--- config.mk ---
export PLATFORM = sky130hd
export DESIGN_NAME = axi_llc_flush_seq
export DESIGN_NICKNAME = d
export VERILOG_FILES = /design/src/rtl/axi_llc_flush_seq.sv
export SDC_FILE = /design/constraint.sdc
export NUM_CORES = 1
export LEC_CHECK = 0
export ABC_CLOCK_PERIOD_IN_PS = 2100
export CORE_MARGIN = 2
export CORE_UTILIZATION = 30
export CTS_CLUSTER_SIZE = 8
export DETAILED_ROUTE_END_ITERATION = 10
export PLACE_DENSITY = 0.69
export SLEW_MARGIN = 20
export SYNTH_ARGS = -nofsm -noshare
export SYNTH_HDL_FRONTEND = slang
export SYNTH_SLANG_ARGS = --single-unit
--- constraint.sdc ---
create_clock -name clk_i -period 2.1 [get_ports clk_i]
set_input_delay 0.42 -clock clk_i [delete_from_list [all_inputs] [get_ports clk_i]]
set_output_delay 0.42 -clock clk_i [all_outputs]
set_load 0.02 [all_outputs]
--- src/rtl/axi_llc_flush_seq.sv ---
// axi_llc_flush_seq
//   Walks every set of each way named in a flush command, one Flush request
//   to the tag store per set. Dirty-valid lines come back as eviction
//   descriptors for the write-back path. Ways are handled lowest first, and
//   each one is marked in flushed_o once its last set is done.
// Ports
//   clk_i, rst_i                  clock, async active-high reset
//   flush_way_i/valid_i/ready_o   command: mask of ways to flush
//   store_*_o / store_ready_i     Flush request (one-hot way + set index)
//   store_res_*                   response: evict flag + stored tag
//   evict_*                       eviction descriptor to write-back
//   flushed_o                     sticky per-way flushed status
//   busy_o, done_o                command in progress / completion pulse
module axi_llc_flush_seq #(
  parameter int unsigned SetAssociativity = 8,
  parameter int unsigned NumLines         = 256,
  parameter int unsigned IndexLength      = $clog2(NumLines),
  parameter int unsigned TagLength        = 20
) (
  input  logic                        clk_i,
  input  logic                        rst_i,
  input  logic [SetAssociativity-1:0] flush_way_i,
  input  logic                        flush_valid_i,
  output logic                        flush_ready_o,
  output logic                        store_valid_o,
  input  logic                        store_ready_i,
  output logic [SetAssociativity-1:0] store_indicator_o,
  output logic [IndexLength-1:0]      store_index_o,
  input  logic                        store_res_valid_i,
  output logic                        store_res_ready_o,
  input  logic                        store_res_evict_i,
  input  logic [TagLength-1:0]        store_res_tag_i,
  output logic                        evict_valid_o,
  input  logic                        evict_ready_i,
  output logic [SetAssociativity-1:0] evict_way_o,
  output logic [IndexLength-1:0]      evict_index_o,
  output logic [TagLength-1:0]        evict_tag_o,
  output logic [SetAssociativity-1:0] flushed_o,
  output logic                        busy_o,
  output logic                        done_o
);

  typedef enum logic [1:0] {IDLE, REQ, RESP, EVICT} state_t;

  state_t                        state, state_nxt;
  logic [SetAssociativity-1:0]   pending, flushed, cur, pend_clr;
  logic [IndexLength-1:0]        index;
  logic [SetAssociativity-1:0]   ev_way;
  logic [IndexLength-1:0]        ev_index;
  logic [TagLength-1:0]          ev_tag;
  logic                          done;
  logic                          advance, last;

  // Lowest set bit of the pending mask selects the way being walked.
  assign cur      = pending & (~pending + SetAssociativity'(1));
  assign pend_clr = pending & ~cur;
  assign last     = (index == IndexLength'(NumLines - 1));
  // A set is finished when its clean response lands or its eviction is taken.
  assign advance  = (state == RESP  && store_res_valid_i && !store_res_evict_i) ||
                    (state == EVICT && evict_ready_i);

  always_ff @(posedge clk_i or posedge rst_i) begin
    if (rst_i) state <= IDLE;
    else       state <= state_nxt;
  end

  always_comb begin
    state_nxt         = state;
    flush_ready_o     = 1'b0;
    store_valid_o     = 1'b0;
    store_res_ready_o = 1'b0;
    evict_valid_o     = 1'b0;
    case (state)
      IDLE: begin
        // Held low during reset so every output reads zero there.
        flush_ready_o = !rst_i;
        if (flush_valid_i && flush_way_i != '0) state_nxt = REQ;
      end
      REQ: begin
        store_valid_o = 1'b1;
        if (store_ready_i) state_nxt = RESP;
      end
      RESP: begin
        store_res_ready_o = 1'b1;
        if (store_res_valid_i) begin
          if (store_res_evict_i)           state_nxt = EVICT;
          else if (last && pend_clr == '0) state_nxt = IDLE;
          else                             state_nxt = REQ;
        end
      end
      EVICT: begin
        evict_valid_o = 1'b1;
        if (evict_ready_i) state_nxt = (last && pend_clr == '0) ? IDLE : REQ;
      end
      default: state_nxt = IDLE;
    endcase
  end

  always_ff @(posedge clk_i or posedge rst_i) begin
    if (rst_i) begin
      pending  <= '0;
      flushed  <= '0;
      index    <= '0;
      ev_way   <= '0;
      ev_index <= '0;
      ev_tag   <= '0;
      done     <= 1'b0;
    end else begin
      done <= 1'b0;
      if (state == IDLE && flush_valid_i) begin
        pending <= flush_way_i;
        flushed <= flushed & ~flush_way_i;
        index   <= '0;
        done    <= (flush_way_i == '0);
      end
      if (state == RESP && store_res_valid_i && store_res_evict_i) begin
        ev_way   <= cur;
        ev_index <= index;
        ev_tag   <= store_res_tag_i;
      end
      if (advance) begin
        if (last) begin
          flushed <= flushed | cur;
          pending <= pend_clr;
          index   <= '0;
          if (pend_clr == '0) done <= 1'b1;
        end else begin
          index <= index + IndexLength'(1);
        end
      end
    end
  end

  assign store_indicator_o = cur;
  assign store_index_o     = index;
  assign evict_way_o       = ev_way;
  assign evict_index_o     = ev_index;
  assign evict_tag_o       = ev_tag;
  assign flushed_o         = flushed;
  assign busy_o            = (state != IDLE);
  assign done_o            = done;

endmodule

# [After elaboration in Yosys (flattened, before gate mapping)]
# Cells that the tools add are included.
[word_totals] out_inout_bits=66 ff_bits=63 elab_cells=66
[op_classes] mux=24 bitwise_logic=7 n_reduce_logical=17 eq_ne=8 addsub=2
[op_table] operator="8-bit two-way mux" count=9
[op_table] operator="8-bit bitwise AND" count=3
[op_table] operator="8-bit inverter" count=3
[op_table] operator="8-bit by 1-bit adder with 8-bit output, second input constant" count=2
[op_table] operator="8-bit logical NOT" count=2
[op_table] operator="2-bit two-way mux" count=5
[op_table] operator="1-bit two-way mux" count=9
[op_table] operator="8-bit == test, second input constant" count=1
[op_table] operator="2-bit != test, second input constant" count=4
[op_table] operator="8-bit OR" count=1
[op_table] operator="2-bit one-hot mux with 4 select lines" count=1
[op_table] operator="8-bit nonzero test" count=1
[op_table] operator="1-bit logical AND" count=7
[op_table] operator="2-bit == test, second input constant" count=2
[op_table] operator="4-bit AND reduction" count=1
[op_table] operator="2-bit nonzero test" count=2
[op_table] operator="2-bit by 1-bit == test with 1-bit output, second input constant" count=1
[op_table] operator="1-bit logical NOT" count=2
[op_table] operator="2-bit logical NOT" count=1
[op_table] operator="1-bit logical OR" count=1

# [Logic depth before layout (Yosys ltp)]
[depth] ltp_word=11 ltp_mapped=7

# [Worst setup path before layout]
# No wires, ideal clock.
[synth_path] path_kind="register -> output" from="register pending[0]" to="output store_indicator_o[7]" stages_incl_launch_ff=7 path_buffers=2 arrival_ns=1.654 setup_slack_ns=0.026 path_cell_list="dfrtp_1 -> buf_6 -> or4_4 -> buf_6 -> nor4_1 -> nand2_1 -> inv_1"
[synth_via] elab_chain_len=3
[synth_rtl] element="start: declaration" line_no="46" text="logic [SetAssociativity-1:0] pending, flushed, cur, pend_clr;"
[synth_rtl] element="start signal: assignment" line_no="111" text="pending <= flush_way_i;"
[synth_rtl] element="start signal: assignment" line_no="124" text="pending <= pend_clr;"
[synth_rtl] element="8-bit inverter" line_no="55" text="assign cur = pending & (~pending + SetAssociativity'(1));"
[synth_rtl] element="8-bit by 1-bit adder with 8-bit output" line_no="55"
[synth_rtl] element="8-bit bitwise AND" line_no="55"
[synth_rtl] element="end: declaration" line_no="27" text="output logic [SetAssociativity-1:0] store_indicator_o,"
# Every way passes these cells.

# [Final worst setup path]
[layout_path] from="register pending[3]" to="output store_indicator_o[6]"
# The elaborated chain is that of the path after synthesis.

==> impl.org <==
** Placement
- Final weighted congestion in routability-driven placement :: a little under 0.8
- Setup Slack @ Placement :: -0.352 ns
- Counting tap cells, the placed design contains a total of roughly 460 instances.
- Number of port buffers :: 100
- Placed wire-length estimate :: approximately 5300 um

** Outcome
- The checks that failed: negative setup slack.
- Result of the run :: finished with violations

** Clock network
- No sink is reached through more buffers than the 2 on the longest clock path.
- At the later pin of the worst-skew pair, clock insertion delay measures around 0.33 ns.
- Count of H-tree levels built during CTS :: 3
- TritonCTS created 9 clock buffers.
- In this run, post-CTS hold repair placed 0 buffers.
- Clock sinks :: 63
- Clock-pin slew was measured on the worst setup and hold paths at 0.07 ns.
- Clock tree root buffer cell :: sky130_fd_sc_hd__clkbuf_8
- TritonCTS clock tree :: built

** Die
- Row generation in the floorplan step produced 35 rows.
- The core region is slightly above 9000 um2.
- Measured along the y axis, the die boundary spans between 100 and 150 um.
- Overall die area :: around 10000 um2
- # IOs :: a little over 100
- The initial utilization of the core area, before any placement, comes to 30.8%.
- From left edge to right edge, the die measures approximately 100 um.

** Power and ir drop
- Cell Int Power :: about 0.0037 W
- Power spent charging and discharging nets :: between 0.002 and 0.0025 W
- Overall Power :: ~0.0058 W
- Net switching is between 30% and 40% of the power.
- Leak :: between 2 and 2.5 nW
- Fraction of power consumed by the clock network :: 19.6%
- Worst supply voltage drop on vdd :: 565 uV
- In this run the power density over the cells is 1300 nW/um2.
- Sequential share of power :: 32.2%
- Combinational share of power :: ~48%

** Worst setup path
- R2r endpoint :: state[0]
- In this design, the stage delay of the slowest critical-path cell is 0.58 ns.
- Data arrives at the worst endpoint at roughly 1.9 ns.
- Termination of the worst setup path :: store_indicator_o[6]
- In this run the critical register-to-register path is launched from pending[3].
- Setup slack on the worst reg-to-reg path comes out at 0.05 ns.
- The slowest stage of the critical path is the sky130_fd_sc_hd__or4_4 cell.
- STA puts the critical path data required time at 1.68 ns.
- WS Path Type :: reg -> out
- Cell chain of the critical path :: or4_4 > buf_6 > nor3_4 > and2_4 > buf_6
- Startpoint Class :: flop
- Cell type with the highest occurrence count on the critical path :: sky130_fd_sc_hd__buf_6
- Maximum fanout along the worst path :: 3
- Reg2reg path depth :: 5
- CP startpoint :: pending[3]
- Critical path capture point type :: primary output

** Synthesis
- sky130_fd_sc_hd__dfrtp_1 is the most common cell in the netlist.
- Yosys mapped a number of flops with a built-in enable equal to 0.
- Post-synth top area cell :: sky130_fd_sc_hd__dfrtp_1
- For this run, the leading register cell type out of synthesis is sky130_fd_sc_hd__dfrtp_1.
- The number of nets handed over by synthesis was 270.
- Sorting the synthesized cells by how often they occur yields sky130_fd_sc_hd__dfrtp_1 (63), sky130_fd_sc_hd__mux2_2 (34), sky130_fd_sc_hd__nand2_1 (17), sky130_fd_sc_hd__a22o_1 (11).
- Synth Register Bits :: 63
- Counting distinct cell types in the post-synthesis netlist gives 48.
- Post-synthesis async set-or-reset flop share :: 100%
- Synthesis warning total :: 0
- Leading cell types by total area after synthesis :: sky130_fd_sc_hd__dfrtp_1 (56%), sky130_fd_sc_hd__mux2_2 (14%), sky130_fd_sc_hd__a22o_1 (3.4%)
- The share of the Yosys chip area taken by registers is between 50% and 60%.
- Post-synth top area share :: a little under three fifths
- In the synthesized netlist, the number of instances is ~230.
- Avg Synthesized Cell Area :: 12.1 um2
- After synthesis the cells add up to ~2800 um2.

** STA
- The count of pins over their slew limit came to 0.
- Final setup viols :: 4
- Max transition margin :: between 60% and 70%
- Setup slack on the critical path of the routed design comes to -0.195 ns.
- Sum Neg Setup Slack :: -0.498 ns
- Setup repair after global routing missed its margin :: yes
- Across the routed clock network, the largest skew measured is between 0.004 and 0.005 ns.
- At the pin with the least slew margin, the transition time is about 0.5 ns.
- Count of endpoints failing hold in the final timing report :: 0
- Dividing the final minimum period by the clock period gives 109%.
- Achievable Freq :: between 400 and 500 MHz
- Final worst path period need :: roughly 2.3 ns

** Finish
- Fill cells :: roughly 850
- The multi-input combinational cells in the finished layout cover a total of around 1200 um2.
- Cells fill between 40% and 50% of the core in the end.
- The number of antenna diodes in the final layout is 0.
- Number of nets in the finished design :: 400
- The finished layout holds between 400 and 500 standard cells, fillers aside.
- In the final layout, the share of cells above drive strength 1 is roughly 28%.
- Signed area change from the synthesized netlist to the final layout :: 57.8%
- Register area :: 1580 um2

** Min path
- Class of the tightest hold or removal check :: in -> async

** Global route
- Global routing consumed, over all layers together, 14.5% of the routing resources.
- Pin count of the biggest net entering global routing :: 34
- Antenna violations before repair :: 0
- Vias in the first global route :: around 2300
- Overflow after GRT :: 0
- The first global-routing pass estimated 11600 um of wire.

** Detailed routing
- Dividing the detail-routed via count by the number of cells gives approximately 5.
- Total iterations of the first detailed-routing run :: 5
- Via total after detailed routing :: between 2000 and 2500
- Once detail routing completed, the nets flagged for antenna violations numbered 0.
- Number of remaining DRC errors :: 0
- The final layout contains routed wiring with a total length of 7320 um.
- In the final routed layout, each cell accounts on average for 15.3 um.
- Drt initial violations :: 65

** Run
- Across the run, the number of max-cap violations was 0.
-- kinds of logic after synthesis --
family          after synthesis  synth area share, %
mux                          42                 16.4
simple gates                 62                 11.8
fa+ha+maj                     1                0.442
compound gates               45                 11.8
buf+inv                      19                 3.31
xor+xnor                      2                0.619
flops                        63                 55.7
-- flip-flops by register name, indices dropped and copies added (netlist names) --
signal,count
pending,8
evict_tag_o,20
done_o,1
evict_way_o,8
store_index_o,8
state,2
evict_index_o,8
flushed_o,8
-- critical path, delay by kind of cell, from the launching register on --
kind / cells / cell delay (ns)
buffers and inverters: 2 / 0.26
and+or+nand+nor: 3 / 0.91
DFF: 1 / 0.38
-- power groups by stage --
stage | clock network (W) | registers (W) | logic [W]
floorplan | 0 | 0.00223 | 0.00107
global placement | 0 | 0.00184 | 0.00268
detailed placement | 0 | 0.00186 | 0.00272
CTS | 0.00119 | 0.00187 | 0.00277
global route | 0.00124 | 0.00192 | 0.00301
finish | 0.00114 | 0.00187 | 0.00280
-- cell type report --
type / instances / area share, %
clock inverters: 4 / 1.57
well taps: 111 / 3.11
flip-flops and latches: 63 / 35.3
clock buffers: 11 / 3.16
inverters: 5 / 0.420
multi-input cells: 152 / 27.4
repair buffers: 133 / 29.1
-- stage by stage --
step                      area, um2  hold slack, ns
after detailed placement       4180           0.472
final                          4470           0.465
after global routing           4470           0.481
after floorplan                2830           0.506
after global placement         4180           0.471
after CTS                      4450           0.460
-- layer usage --
| metal | up-vias | share of wire [%] | GRT usage (%) |
|---|---|---|---|
| met4 | 0 | 1.1 | 5.41 |
| li1 | 1112 | - | - |
| met2 | 85 | 47 | 22.6 |
| met5 | - | 0 | 0 |
| met3 | 9 | 5.8 | 3.66 |
| met1 | 1171 | 46 | 19.6 |
-- layout by cell type, fill, tap and decap left out, drive strengths merged, types with 7 or more instances in the layout --
cell            n
a22o           11
nor2            7
mux2           35
mux2i           7
dfrtp          63
clkdlybuf4s50  89
a21oi           8
clkbuf         12
and2            7
nand2          17
buf            37
-- timing repair --
action | CTS | global route
gates cloned | 0 | 0
buffers inserted | 2 | 1
pin swaps | 4 | 4
endpoints found under the setup margin | 10 | 7
gates resized for setup | 40 | 7
-- worst min-delay path by stage --
stage,slack (ns),cells after the start,to
4_1_cts,0.46,2,evict_tag_o[12]
3_5_place_dp,0.47,2,flushed_o[7]
6_report,0.46,2,evict_tag_o[12]
5_1_grt,0.48,2,evict_tag_o[12]
3_3_place_gp,0.47,2,flushed_o[7]
2_1_floorplan,0.51,1,flushed_o[4]
Power figures use the tool's default switching activity.
